## src/rtl/carregador_memoria_dados.sv

```systemverilog
// carregador_memoria_dados: loads the 128x32 data memory from the UART byte stream.
// Frame: count byte N (0 means 128, >128 clamped to 128), then 4*N data bytes, MSB first.
// Each assembled word is written with a one-cycle strobe; ocupado stalls the processor.
// Optional feature macro VERIFICA_SOMA_EN: a trailing checksum byte (sum mod 256 of the
// data bytes) is required; a mismatch sets erro instead of concluido.
module carregador_memoria_dados #(
  parameter int unsigned ENDERECO_BASE  = 0,
  parameter int unsigned TIMEOUT_CICLOS = 50000
) (
  input  logic        clock,
  input  logic        reset,
  input  logic        byte_valido,
  input  logic [7:0]  byte_rx,
  output logic        sinal_escrever,
  output logic [6:0]  endereco,
  output logic [31:0] dado_escrever,
  output logic        ocupado,
  output logic        concluido,
  output logic        erro,
  output logic [7:0]  palavras
);

  localparam logic [6:0] EnderecoInicial = 7'(ENDERECO_BASE % 128);
  localparam int unsigned LarguraTempo = $clog2(TIMEOUT_CICLOS + 1);
  localparam logic [LarguraTempo-1:0] LimiteTempo = LarguraTempo'(TIMEOUT_CICLOS);

  typedef enum logic [1:0] {
    EstOcioso    = 2'd0,
    EstRecebendo = 2'd1,
    EstConcluido = 2'd2
`ifdef VERIFICA_SOMA_EN
    , EstSoma    = 2'd3
`endif
  } estado_e;

  estado_e                 estado_q, estado_d;
  logic [1:0]              indice_q, indice_d;
  logic [23:0]             deslocamento_q, deslocamento_d;
  logic [7:0]              total_q, total_d;
  logic [7:0]              contador_q, contador_d;
  logic [LarguraTempo-1:0] tempo_q, tempo_d;
  logic                    sinal_escrever_q, sinal_escrever_d;
  logic [6:0]              endereco_q, endereco_d;
  logic [31:0]             dado_q, dado_d;
  logic                    ocupado_q, ocupado_d;
  logic                    concluido_q, concluido_d;
  logic                    erro_q, erro_d;
  logic [7:0]              palavras_q, palavras_d;
`ifdef VERIFICA_SOMA_EN
  logic [7:0]              soma_q, soma_d;
`endif

  logic em_transferencia;
  logic tempo_esgotado;

  // Timeout watchdog is only armed while bytes of a frame are expected.
  always_comb begin
`ifdef VERIFICA_SOMA_EN
    em_transferencia = (estado_q == EstRecebendo) || (estado_q == EstSoma);
`else
    em_transferencia = (estado_q == EstRecebendo);
`endif
    tempo_esgotado = em_transferencia && (tempo_q == LimiteTempo);
  end

  // Next-state and registered-output logic for the loader FSM.
  always_comb begin
    estado_d         = estado_q;
    indice_d         = indice_q;
    deslocamento_d   = deslocamento_q;
    total_d          = total_q;
    contador_d       = contador_q;
    tempo_d          = tempo_q;
    sinal_escrever_d = 1'b0;
    endereco_d       = endereco_q;
    dado_d           = dado_q;
    ocupado_d        = ocupado_q;
    concluido_d      = concluido_q;
    erro_d           = erro_q;
    palavras_d       = palavras_q;
`ifdef VERIFICA_SOMA_EN
    soma_d           = soma_q;
`endif

    // The cycle after a strobe: advance address and word count.
    if (sinal_escrever_q) begin
      endereco_d = endereco_q + 7'd1;
      palavras_d = palavras_q + 8'd1;
`ifndef VERIFICA_SOMA_EN
      // Last word written: release the processor together with the final count.
      if (estado_q == EstConcluido) begin
        ocupado_d   = 1'b0;
        concluido_d = 1'b1;
      end
`endif
    end

    case (estado_q)
      EstOcioso, EstConcluido: begin
        // A count byte starts a new frame and overrides any pending post-strobe update.
        if (byte_valido) begin
          total_d     = (byte_rx == 8'd0 || byte_rx > 8'd128) ? 8'd128 : byte_rx;
          contador_d  = 8'd0;
          palavras_d  = 8'd0;
          endereco_d  = EnderecoInicial;
          indice_d    = 2'd0;
          tempo_d     = '0;
          concluido_d = 1'b0;
          erro_d      = 1'b0;
          ocupado_d   = 1'b1;
`ifdef VERIFICA_SOMA_EN
          soma_d      = 8'd0;
`endif
          estado_d    = EstRecebendo;
        end
      end

      EstRecebendo: begin
        if (tempo_esgotado) begin
          // Timeout beats a simultaneous byte; the partial word is dropped.
          erro_d    = 1'b1;
          ocupado_d = 1'b0;
          indice_d  = 2'd0;
          tempo_d   = '0;
          estado_d  = EstOcioso;
        end else if (byte_valido) begin
          tempo_d        = '0;
          deslocamento_d = {deslocamento_q[15:0], byte_rx};
`ifdef VERIFICA_SOMA_EN
          soma_d         = soma_q + byte_rx;
`endif
          if (indice_q == 2'd3) begin
            indice_d         = 2'd0;
            sinal_escrever_d = 1'b1;
            dado_d           = {deslocamento_q, byte_rx};
            contador_d       = contador_q + 8'd1;
            if (contador_q + 8'd1 == total_q) begin
`ifdef VERIFICA_SOMA_EN
              estado_d = EstSoma;
`else
              estado_d = EstConcluido;
`endif
            end
          end else begin
            indice_d = indice_q + 2'd1;
          end
        end else begin
          tempo_d = tempo_q + 1'b1;
        end
      end

`ifdef VERIFICA_SOMA_EN
      EstSoma: begin
        if (tempo_esgotado) begin
          erro_d    = 1'b1;
          ocupado_d = 1'b0;
          tempo_d   = '0;
          estado_d  = EstOcioso;
        end else if (byte_valido) begin
          tempo_d   = '0;
          ocupado_d = 1'b0;
          if (byte_rx == soma_q) begin
            concluido_d = 1'b1;
            estado_d    = EstConcluido;
          end else begin
            erro_d   = 1'b1;
            estado_d = EstOcioso;
          end
        end else begin
          tempo_d = tempo_q + 1'b1;
        end
      end
`endif

      default: estado_d = EstOcioso;
    endcase
  end

  // State and output registers with synchronous reset.
  always_ff @(posedge clock) begin
    if (reset) begin
      estado_q         <= EstOcioso;
      indice_q         <= 2'd0;
      deslocamento_q   <= 24'd0;
      total_q          <= 8'd0;
      contador_q       <= 8'd0;
      tempo_q          <= '0;
      sinal_escrever_q <= 1'b0;
      endereco_q       <= EnderecoInicial;
      dado_q           <= 32'd0;
      ocupado_q        <= 1'b0;
      concluido_q      <= 1'b0;
      erro_q           <= 1'b0;
      palavras_q       <= 8'd0;
`ifdef VERIFICA_SOMA_EN
      soma_q           <= 8'd0;
`endif
    end else begin
      estado_q         <= estado_d;
      indice_q         <= indice_d;
      deslocamento_q   <= deslocamento_d;
      total_q          <= total_d;
      contador_q       <= contador_d;
      tempo_q          <= tempo_d;
      sinal_escrever_q <= sinal_escrever_d;
      endereco_q       <= endereco_d;
      dado_q           <= dado_d;
      ocupado_q        <= ocupado_d;
      concluido_q      <= concluido_d;
      erro_q           <= erro_d;
      palavras_q       <= palavras_d;
`ifdef VERIFICA_SOMA_EN
      soma_q           <= soma_d;
`endif
    end
  end

  assign sinal_escrever = sinal_escrever_q;
  assign endereco       = endereco_q;
  assign dado_escrever  = dado_q;
  assign ocupado        = ocupado_q;
  assign concluido      = concluido_q;
  assign erro           = erro_q;
  assign palavras       = palavras_q;

endmodule

```

## config.mk

```make
export PLATFORM = sky130hd
export DESIGN_NAME = carregador_memoria_dados
export DESIGN_NICKNAME = d
export VERILOG_FILES = /design/src/rtl/carregador_memoria_dados.sv
export SDC_FILE = /design/constraint.sdc
export NUM_CORES = 1
export LEC_CHECK = 0
export CORE_MARGIN = 8
export CORE_UTILIZATION = 54
export CTS_CLUSTER_DIAMETER = 40
export DETAILED_ROUTE_END_ITERATION = 12
export GPL_TIMING_DRIVEN = 0
export PLACE_DENSITY = 0.79
export SLEW_MARGIN = 20
export SYNTH_ARGS = -nofsm -noshare
export SYNTH_HDL_FRONTEND = slang
export SYNTH_SLANG_ARGS = --single-unit
```

## constraint.sdc

```tcl
create_clock -name clock -period 2.1 [get_ports clock]
set_clock_uncertainty 0.05 [all_clocks]
set_input_delay 0.21 -clock clock [delete_from_list [all_inputs] [get_ports clock]]
set_output_delay 0.21 -clock clock [all_outputs]
set_load 0.05 [all_outputs]
```

==> results.yml <==
sta:
  slew_headroom_pct: 64.8
  hold_violations: 0
  finalCriticalPeriod_ns: 1.99
  holdWs_ns: 0.168
  fin_ws_ns: 0.108
  period_share_pct: 94.8
  fmax_ghz: 0.502
  worst_slew_pin_slew_ns: 0.529
  slew_viol_final: 0
  setup_viol: 0
critical_path:
  critPathArrivalTime_ns: 2.24
  crit_path_max_fanout: 10
  cp-end-kind: "flop"
  crit_path_start_kind: "flop"
  worstSetupPathType: "flop to flop"
  crit_required_ns: 2.35
synthesis:
  ys_ff_latch: 111
  ys.flop_type: "dfxtp_1"
  synth_edf_count: 0
  yosys_warnings: 0
  syn_inst: 540
  synth_top_area_share_pct: 48.6
  asyncSetResetFlopFracSynth_pct: 0
  syn_area_um2: 4570
  yosys.cell_types.count: 56
  ys_top_cells_by_count: "133 x nand2_1, 111 x dfxtp_1, 69 x a21oi_1"
  synth.most_common_cell: "nand2_1"
  synth_area_leaders: "dfxtp_1 49%, nand2_1 11%, a21oi_1 7.6%"
  syn_nets: 557
  syn_avg_cell_area_um2: 8.46
  ys_seq_area_share_pct: 48.6
  synth_top_area_cell: "dfxtp_1"
clocking:
  clock-sinks: 111
  cts_tree: "built"
  clk_latency_ns: 0.37
  cts_max_level: 3
  clk_pin_slew_worst_paths_ns: 0.10
  cts_max_path_buffers: 2
  root_buffer: "clkbuf_8"
  ctsHoldBuffers: 0
  post_cts_buffers: 0
  numCtsBuffers: 9
placement:
  dpl.hpwl_um: 7840
  dp_slack_ns: -0.508
  gp_congestion: 0.853
  io_buffers: 60
cells_and_area:
  final_nets: 627
  n_antenna_cell: 0
  syn2layout_area_growth_pct: 21.5
  drive_above_1_share_pct: 8.13
  finish.utilization_pct: 67.6
power_and_ir_drop:
  ir_drop_mv: 0.470
  powerDensity_nw_per_um2: 686
  p_leak_uw: 0.00191
run_status:
  run_status: "finished clean"
floorplanning:
  die_area_um2: 11700
  rows: 33
  core-area_um2: 8220
  die-height_um: 108
  pin_count: 62
  initial_core_util_pct: 55.6
  die_width_um: 108
route:
  antenna_left: 0
  remaining_drc_errors: 0
  routed_wl_um: 10700
  vias: 3975
  wire_per_inst_um: 14.8
  firstDrtPassIters: 5
  viasPerCell: 5.52
  drtIter0Drc: 218
global_route:
  grt_pass1_vias: 3797
  grt_antenna_before_repair: 0
  gr-usage-all-layers_pct: 18.7
  grt_pass1_wl_um: 18000
  grt.overflow.total: 0
  grt_max_degree: 21
run:
  max_cap_violations: 0
worst_hold_path:
  hp-class: "primary input to flop"
==> sequential cells by signal, summed over array words and instances, names as in the netlist <==
register        flops
sinal_escrever      1
estado_q            2
endereco            7
total_q             8
palavras            8
ocupado             1
indice_q            2
dado_escrever      32
erro                1
contador_q          8
deslocamento_q     24
concluido           1
tempo_q            16
==> where the power goes <==
part           switching [uW]  total (uW)  internal (uW)  leakage (uW)
Sequential               26.9        2160           2140      0.000897
Combinational             216         320            104      0.000909
Clock                     748        1330            580      0.000108
==> metrics by stage <==
| step | std cells | setup TNS [ns] | instance area, um2 | total power (uW) |
|---|---|---|---|---|
| 2_1_floorplan | 540 | 0 | 4570 | 2410 |
| 5_1_grt | 720 | -0.0454 | 5550 | 3940 |
| 3_3_place_gp | 705 | -8.96 | 5300 | 2510 |
| 4_1_cts | 721 | 0 | 5520 | 3830 |
| 6_report | 720 | 0 | 5550 | 3810 |
| 3_5_place_dp | 705 | -9.53 | 5300 | 2520 |
==> cells in the final DEF (no fill, tap or decap), types with 5 or more instances in the layout <==
master	instances
ha_1	5
a22o_1	10
nor3_1	5
a21oi_1	69
nand2_1	132
clkbuf_8	9
xnor2_1	13
xor2_1	20
nor2_1	43
dfxtp_1	111
nand3_1	8
nand4_1	9
clkdlybuf4s50_1	60
buf_2	11
and3_1	7
inv_1	5
clkbuf_1	7
o21ai_0	11
==> area by class of cell <==
type / count / area, um2
inverters: 6 / 22.5
flip-flops and latches: 111 / 2220
clock buffers: 9 / 124
repair buffers: 60 / 601
well taps: 105 / 131
multi-input cells: 397 / 2240
plain buffers: 25 / 130
clock inverters: 7 / 83.8
fillers: 672 / 2660
==> path summary, 6_finish.rpt <==
kind / from / endpoint / slack (ns) / cells after the start
setup / recovery: tempo_q[0] / contador_q[5] / 0.11 / 7
hold / removal: reset / sinal_escrever / 0.17 / 2
setup reg to reg: tempo_q[0] / contador_q[5] / 0.11 / 7
hold reg to reg: deslocamento_q[17] / dado_escrever[25] / 0.41 / 2
==> critical path: stages (launching register included) <==
cell	delay [ns]
dfxtp_1	0.38
inv_1	0.11
ha_1	0.20
and4_1	0.22
nand4_4	0.13
nand3_4	0.19
or4_1	0.51
a21oi_1	0.14
==> layer usage <==
layer	wire length, um	vias to the layer above	track usage, %	part of all wire, %
li1	-	1988	-	-
met1	4610	1852	22.9	43
met2	5090	114	31.4	48
met3	787	21	5.23	7.4
met4	165	0	5.05	1.5
met5	0	-	0	0
==> logic make-up (layout without fill, tap and decap cells) <==
kind of cell	count (synthesis)	in the layout	synth area share, %
flip-flops	111	111	48.6
multiplexers	2	2	0.438
AND/OR/NAND/NOR	243	243	25.1
XOR/XNOR	33	33	6.33
adder cells (fa/ha/maj)	6	6	1.64
AO/OA/AOI/OAI	113	113	14.5
buffers and inverters	32	107	3.31
==> what timing repair did <==
item	CTS	global route
gates resized for setup	2	9
hold endpoints to repair	0	0
setup endpoints to repair	37	51
(Power assumes the default switching activity.)
